## config.mk

```make
export PLATFORM = sky130hd
export DESIGN_NAME = compare_arbiter
export DESIGN_NICKNAME = d
export VERILOG_FILES = /design/src/rtl/compare_arbiter_pkg.sv /design/src/rtl/compare_arbiter_rr_pick.sv /design/src/rtl/compare_arbiter.sv
export SDC_FILE = /design/constraint.sdc
export NUM_CORES = 1
export LEC_CHECK = 0
export BUFFER_PORTS_ARGS = -buffer_cell sky130_fd_sc_hd__buf_2
export CORE_ASPECT_RATIO = 0.9
export CORE_UTILIZATION = 30
export CTS_BUF_LIST = sky130_fd_sc_hd__clkbuf_8
export CTS_CLUSTER_DIAMETER = 40
export DETAILED_ROUTE_END_ITERATION = 12
export HOLD_SLACK_MARGIN = 0.12
export PLACE_DENSITY = 0.7
export SLEW_MARGIN = 20
export SYNTH_ARGS = -nofsm -noshare
export SYNTH_HDL_FRONTEND = slang
export SYNTH_SLANG_ARGS = --single-unit
```

## constraint.sdc

```tcl
create_clock -name clk_i -period 2.3 [get_ports clk_i]
set_input_delay 0.23 -clock clk_i [delete_from_list [all_inputs] [get_ports clk_i]]
set_output_delay 0.23 -clock clk_i [all_outputs]
set_load 0.01 [all_outputs]
```

## src/rtl/compare_arbiter_pkg.sv

```systemverilog
// Shared definitions for the compare arbiter slice.
//   - Opcode encodings for the less-than compare (signed / unsigned).
//   - Result constants returned to requesters.
//   - FSM state type (IDLE, RESP) and 1-bit port index type.
//   - cmp_eval(): the shared less-than datapath.
package cmp_pkg;

  localparam logic [1:0]  CMP_SIGNED            = 2'b00;
  localparam logic [1:0]  CMP_UNSIGNED          = 2'b01;

  localparam logic [31:0] LT_RESULT             = 32'h1;
  localparam logic [31:0] GE_RESULT             = 32'h0;
  localparam logic [31:0] UNKNOWN_OPCODE_RESULT = 32'h0;

  typedef enum logic {
    ST_IDLE = 1'b0,
    ST_RESP = 1'b1
  } state_e;

  typedef logic port_idx_t;

  // Signed compare reuses the subtractor: when the signs differ the
  // difference can overflow, so the sign of op_a decides directly.
  function automatic logic [31:0] cmp_eval(input logic [1:0]  opcode,
                                           input logic [31:0] op_a,
                                           input logic [31:0] op_b);
    logic [31:0] diff;
    logic        lt;
    diff = op_a - op_b;
    lt   = 1'b0;
    cmp_eval = UNKNOWN_OPCODE_RESULT;
    case (opcode)
      CMP_SIGNED: begin
        lt = (op_a[31] != op_b[31]) ? op_a[31] : diff[31];
        cmp_eval = lt ? LT_RESULT : GE_RESULT;
      end
      CMP_UNSIGNED: begin
        lt = (op_a < op_b);
        cmp_eval = lt ? LT_RESULT : GE_RESULT;
      end
      default: cmp_eval = UNKNOWN_OPCODE_RESULT;
    endcase
  endfunction

endpackage

```

## src/rtl/compare_arbiter_rr_pick.sv

```systemverilog
// Two-input grant picker for the compare arbiter.
// Configuration macro: COMPARE_ARBITER_RR_EN
//   defined   : round-robin; pointer flop advances to the port after the
//               one accepted whenever upd_i is high.
//   undefined : fixed priority, port 0 wins; no state is kept.
// Ports:
//   clk_i, rst_n_i : clock / async active-low reset (pointer only)
//   valid_i[1:0]   : request valids, bit N = port N
//   upd_i          : a grant was accepted this cycle
//   grant_o[1:0]   : one-hot grant (zero when nothing is valid)
//   grant_idx_o    : index of the granted port
module cmp_rr_pick
  import cmp_pkg::*;
(
  input  logic       clk_i,
  input  logic       rst_n_i,
  input  logic [1:0] valid_i,
  input  logic       upd_i,
  output logic [1:0] grant_o,
  output port_idx_t  grant_idx_o
);

`ifdef COMPARE_ARBITER_RR_EN
  port_idx_t ptr_q, ptr_d;

  always_comb begin
    // The pointed-to port wins if it asks; otherwise the other one.
    grant_idx_o = valid_i[ptr_q] ? ptr_q : ~ptr_q;
    ptr_d       = ptr_q;
    if (upd_i) ptr_d = ~grant_idx_o;
  end

  always_ff @(posedge clk_i or negedge rst_n_i) begin
    if (!rst_n_i) ptr_q <= 1'b0;
    else          ptr_q <= ptr_d;
  end
`else
  logic unused_ok;
  assign unused_ok = &{1'b0, clk_i, rst_n_i, upd_i};

  always_comb begin
    grant_idx_o = valid_i[0] ? 1'b0 : 1'b1;
  end
`endif

  always_comb begin
    grant_o    = 2'b00;
    grant_o[0] = valid_i[0] & (grant_idx_o == 1'b0);
    grant_o[1] = valid_i[1] & (grant_idx_o == 1'b1);
  end

endmodule

```

## src/rtl/compare_arbiter.sv

```systemverilog
// Shares one signed/unsigned less-than compare between two requesters
// (port 0: EX-stage SLT family, port 1: branch resolve). One request is
// granted at a time, the result is registered and returned to its owner.
// Configuration macro: COMPARE_ARBITER_RR_EN (round-robin vs fixed priority).
// Ports:
//   clk_i, rst_n_i             : clock, async active-low reset
//   reqN_valid_i/reqN_ready_o  : request channel, port N
//   reqN_op_a_i, reqN_op_b_i   : operands
//   reqN_opcode_i              : 00 signed, 01 unsigned, others unknown
//   rspN_valid_o/rspN_ready_i  : response channel, port N
//   rspN_result_o              : result, zero unless rspN_valid_o
//   busy_o                     : result pending (FSM in RESP)
//
// Handshake: a transfer happens on a rising edge where valid & ready are
// both 1. Requesters hold valid and payload until the transfer. Request
// ready depends on the other valids (grant) and on the owner's response
// ready, so a response handshake and a new accept can share one edge.
module compare_arbiter
  import cmp_pkg::*;
(
  input  logic        clk_i,
  input  logic        rst_n_i,
  input  logic        req0_valid_i,
  output logic        req0_ready_o,
  input  logic [31:0] req0_op_a_i,
  input  logic [31:0] req0_op_b_i,
  input  logic [1:0]  req0_opcode_i,
  input  logic        req1_valid_i,
  output logic        req1_ready_o,
  input  logic [31:0] req1_op_a_i,
  input  logic [31:0] req1_op_b_i,
  input  logic [1:0]  req1_opcode_i,
  output logic        rsp0_valid_o,
  input  logic        rsp0_ready_i,
  output logic [31:0] rsp0_result_o,
  output logic        rsp1_valid_o,
  input  logic        rsp1_ready_i,
  output logic [31:0] rsp1_result_o,
  output logic        busy_o
);

  state_e      state_q, state_d;
  port_idx_t   own_q, own_d;
  logic [31:0] result_q, result_d;

  logic [1:0]  grant;
  port_idx_t   grant_idx;
  logic        rsp_hs, can_accept, accept;
  logic [31:0] sel_a, sel_b;
  logic [1:0]  sel_op;

  cmp_rr_pick u_pick (
    .clk_i       (clk_i),
    .rst_n_i     (rst_n_i),
    .valid_i     ({req1_valid_i, req0_valid_i}),
    .upd_i       (accept),
    .grant_o     (grant),
    .grant_idx_o (grant_idx)
  );

  always_comb begin
    rsp_hs     = (state_q == ST_RESP) &&
                 ((own_q == 1'b1) ? rsp1_ready_i : rsp0_ready_i);
    can_accept = (state_q == ST_IDLE) || rsp_hs;
    accept     = can_accept && (grant != 2'b00);

    req0_ready_o = can_accept & grant[0];
    req1_ready_o = can_accept & grant[1];

    sel_a  = (grant_idx == 1'b1) ? req1_op_a_i   : req0_op_a_i;
    sel_b  = (grant_idx == 1'b1) ? req1_op_b_i   : req0_op_b_i;
    sel_op = (grant_idx == 1'b1) ? req1_opcode_i : req0_opcode_i;

    state_d  = state_q;
    own_d    = own_q;
    result_d = result_q;
    if (accept) begin
      state_d  = ST_RESP;
      own_d    = grant_idx;
      result_d = cmp_eval(sel_op, sel_a, sel_b);
    end else if (rsp_hs) begin
      state_d = ST_IDLE;
    end

    busy_o        = (state_q == ST_RESP);
    rsp0_valid_o  = busy_o && (own_q == 1'b0);
    rsp1_valid_o  = busy_o && (own_q == 1'b1);
    rsp0_result_o = rsp0_valid_o ? result_q : 32'h0;
    rsp1_result_o = rsp1_valid_o ? result_q : 32'h0;
  end

  always_ff @(posedge clk_i or negedge rst_n_i) begin
    if (!rst_n_i) begin
      state_q  <= ST_IDLE;
      own_q    <= 1'b0;
      result_q <= 32'h0;
    end else begin
      state_q  <= state_d;
      own_q    <= own_d;
      result_q <= result_d;
    end
  end

endmodule
```

==> run_results.csv <==
group,metric,value,unit
die,die-width,91.4,um
placed_design,hpwl_after_detailed_placement,5020,um
setup_path,worst-endpoint-arrival,3150,ps
outcome,violations,"setup timing",
layout,most-common-layout-cells,"143 x buf_2, 62 x conb_1, 33 x mux2i_1",
setup_path,worstReg2RegEnd,"result_q[0]",
logic_synthesis,postSynthCellCount,254,
layout,layout-drive-gt1-share,51.7,%
logic_synthesis,synth.distinct_cells,42,
clock_tree,clk_pin_slew,30,ps
setup_path,worst_setup_path_start_kind,"input pin",
timing,rsz0062_at_grt,"true",
placed_design,placement.cell_area,3050,sq um
timing,max_clock_freq,328,MHz
timing,finalHoldViolations,0,
setup_path,reg2regPathDepth,6,
logic_synthesis,synthesized_flop_and_latch_total,3,
global_routing,initial_antenna_violation_count,0,
clock_tree,cts-root-to-sink-buffers,2,
worst_hold_path,worstHoldEndpoint,"busy_o",
die,design.die.area,7530,sq um
clock_tree,worstSkewPairLatency,220,ps
logic_synthesis,synth_seq_area_share,3.48,%
power,static-leakage-power,1.78,nW
clock_tree,cts_num_sinks,3,
worst_hold_path,min-delay-start,"req1_valid_i",
route,vias_per_cell,4.41,
layout,fillers,677,
setup_path,critical_path.reg2reg.startpoint,"own_q",
die,pin_count,207,
layout,final_nets,593,
logic_synthesis,synth-warning-count,0,
global_routing,gr-usage-met2,26.6,%
timing,tns,-745,ps
worst_hold_path,worstHoldPathType,"in2reg",
setup_path,cp.required,2400,ps
timing,post-route-min-period,3040,ps
global_routing,maximum_number_of_pins_on_one_net_before_global_route_repair,14,
route,dr_drc_count,0,
die,core_area,6760,sq um
setup_path,endpoint_kind,"register",
global_routing,grt.met3_usage,2.20,%
layout,area.growth.synth_to_final,46.5,%
global_routing,grt_first_pass_wirelength,8410,um
clock_tree,cts_tree,"yes",
route,drtPass1Iterations,4,
logic_synthesis,synth-edff-count,0,
global_routing,grt_most_used_layer,"met2",
placed_design,dp.cells,506,
route,detail_route.wirelength,5600,um
global_routing,groute.layer.met1.usage,16.0,%
timing,layout_skew,0.560,ps
route,wl_per_cell,10.9,um
outcome,outcome,"finished, violations left",
layout,final_common_cell,"buf_2",
timing,layout_worst_path_cycle_share,132,%
die,die-height,82.4,um
die,floorplan.rows,28,
route,num_vias,2258,
logic_synthesis,async_reset_ff_share,100,%
timing,setup_ws,-745,ps
power,power.density_cell_area,289,nW/um^2
timing,final_slew_violations,0,
logic_synthesis,synthesis.area,2160,sq um
clock_tree,root_buffer,"clkbuf_8",
layout,fin_cells,512,
route,final_antenna_net_count,0,
clock_tree,cts_inserted_buffers,3,
job,drv.max_cap_violation_count,0,
die,initial_core_util,31.9,%
global_routing,grt.total_usage,13.7,%
placed_design,port_buffers,144,
logic_synthesis,ys.flop_type,"dfrtp_1",
layout,post-route-cell-area,3160,sq um
worst_hold_path,hold_path_depth,2,
logic_synthesis,synth.avg_cell_area,8.49,sq um
layout,antenna-diode-count,0,
clock_tree,htreeDepth,1,
timing,finalSetupViolations,1,
global_routing,global_route.overflow_total,0,
setup_path,ff2ff_setup_slack,690,ps
setup_path,timing.setup.critical_path_class,"in2reg",
route,drt_iter0_markers,35,
setup_path,critical_path.max_fanout,12,
power,max-vdd-ir-drop,0.000360,V
global_routing,grt_pass1_vias,1984,
placed_design,globalplace.congestion,0.693,
-- stage by stage --
stage                     setup WS (ps)  hold WS (ps)  total power (W)  utilization, %
after global placement             -944          35.1         0.000733            45.2
after detailed placement          -1070          36.6         0.000746            45.2
after global routing               -938           250          0.00101            46.7
final                              -745           248         0.000913            46.7
after CTS                          -761           244         0.000922            46.7
after floorplan                    -770         -65.6         0.000570               -
-- where the power goes --
group | switching, W | internal, W
sequential | 0.0000136 | 0.0000641
clock | 0.0000390 | 0.000114
combinational | 0.000317 | 0.000365
total | 0.000370 | 0.000543
-- sequential cells by signal, summed over array words and instances (netlist names) --
register / cells
busy_o: 1
result_q: 1
own_q: 1
-- worst max-delay path, stage by stage --
cell and delay [ps]:
buf_6 140, bufbuf_16 300, mux2_2 340, ha_1 270, nand4_1 120, a21oi_1 280, a2111oi_1 100, o21a_1 220
fa_2 340, nor2_1 100, nor3_1 60, a21oi_1 160, nor2_1 60, a22o_1 210, a31o_2 210
-- what timing repair did --
item	in CTS	in global routing
gates cloned	1	0
endpoints found under the hold margin	3	0
hold buffers	1	0
setup endpoints to repair	1	1
buffers inserted	0	0
resized for setup	5	1
-- per-layer routing --
layer / share of wire, % / vias to the layer above
met4: 0.75 / 0
met3: 6.8 / 7
met2: 50 / 107
li1: - / 1150
met5: 0 / -
met1: 43 / 994
-- cell usage after synthesis (3+ instances only) --
master	number	area share (%)
nand3_1	8	1.9
nand2_1	9	1.6
buf_2	4	0.93
nand4_1	3	0.87
a21oi_1	14	3.2
nor3_1	3	0.70
a21o_1	4	1.4
dfrtp_1	3	3.5
buf_4	62	22
mux2i_1	33	15
mux2_2	31	16
ha_1	31	18
o21ai_0	7	1.6
nor2_1	10	1.7
-- how the worst max path moves through the flow --
stage	from	end	slack [ps]	cells past startpoint
2_1_floorplan	req0_valid_i	result_q[0]	-770	18
3_3_place_gp	req0_valid_i	result_q[0]	-940	17
3_5_place_dp	req0_valid_i	result_q[0]	-1070	14
4_1_cts	req0_valid_i	result_q[0]	-760	14
5_1_grt	req0_valid_i	result_q[0]	-940	15
6_report	req0_valid_i	result_q[0]	-740	15
-- final cells by class --
cell class / instances / area, sq um / area share (%)
Tap cell: 90 / 113 / 3.56
Clock buffer: 3 / 41.3 / 1.31
Clock inverter: 1 / 3.75 / 0.119
Multi-Input combinational cell: 241 / 1930 / 61.0
Timing Repair Buffer: 173 / 997 / 31.6
Sequential cell: 3 / 75.1 / 2.38
Inverter: 1 / 3.75 / 0.119
-- kinds of logic after synthesis --
group	after synthesis	share of synthesized area, %
fa+ha+maj	32	18.9
simple gates	41	9.34
other cells	1	0.174
mux	64	31.5
buf+inv	71	23.7
flops	3	3.48
compound gates	42	12.9
Power figures use the tool's default switching activity.
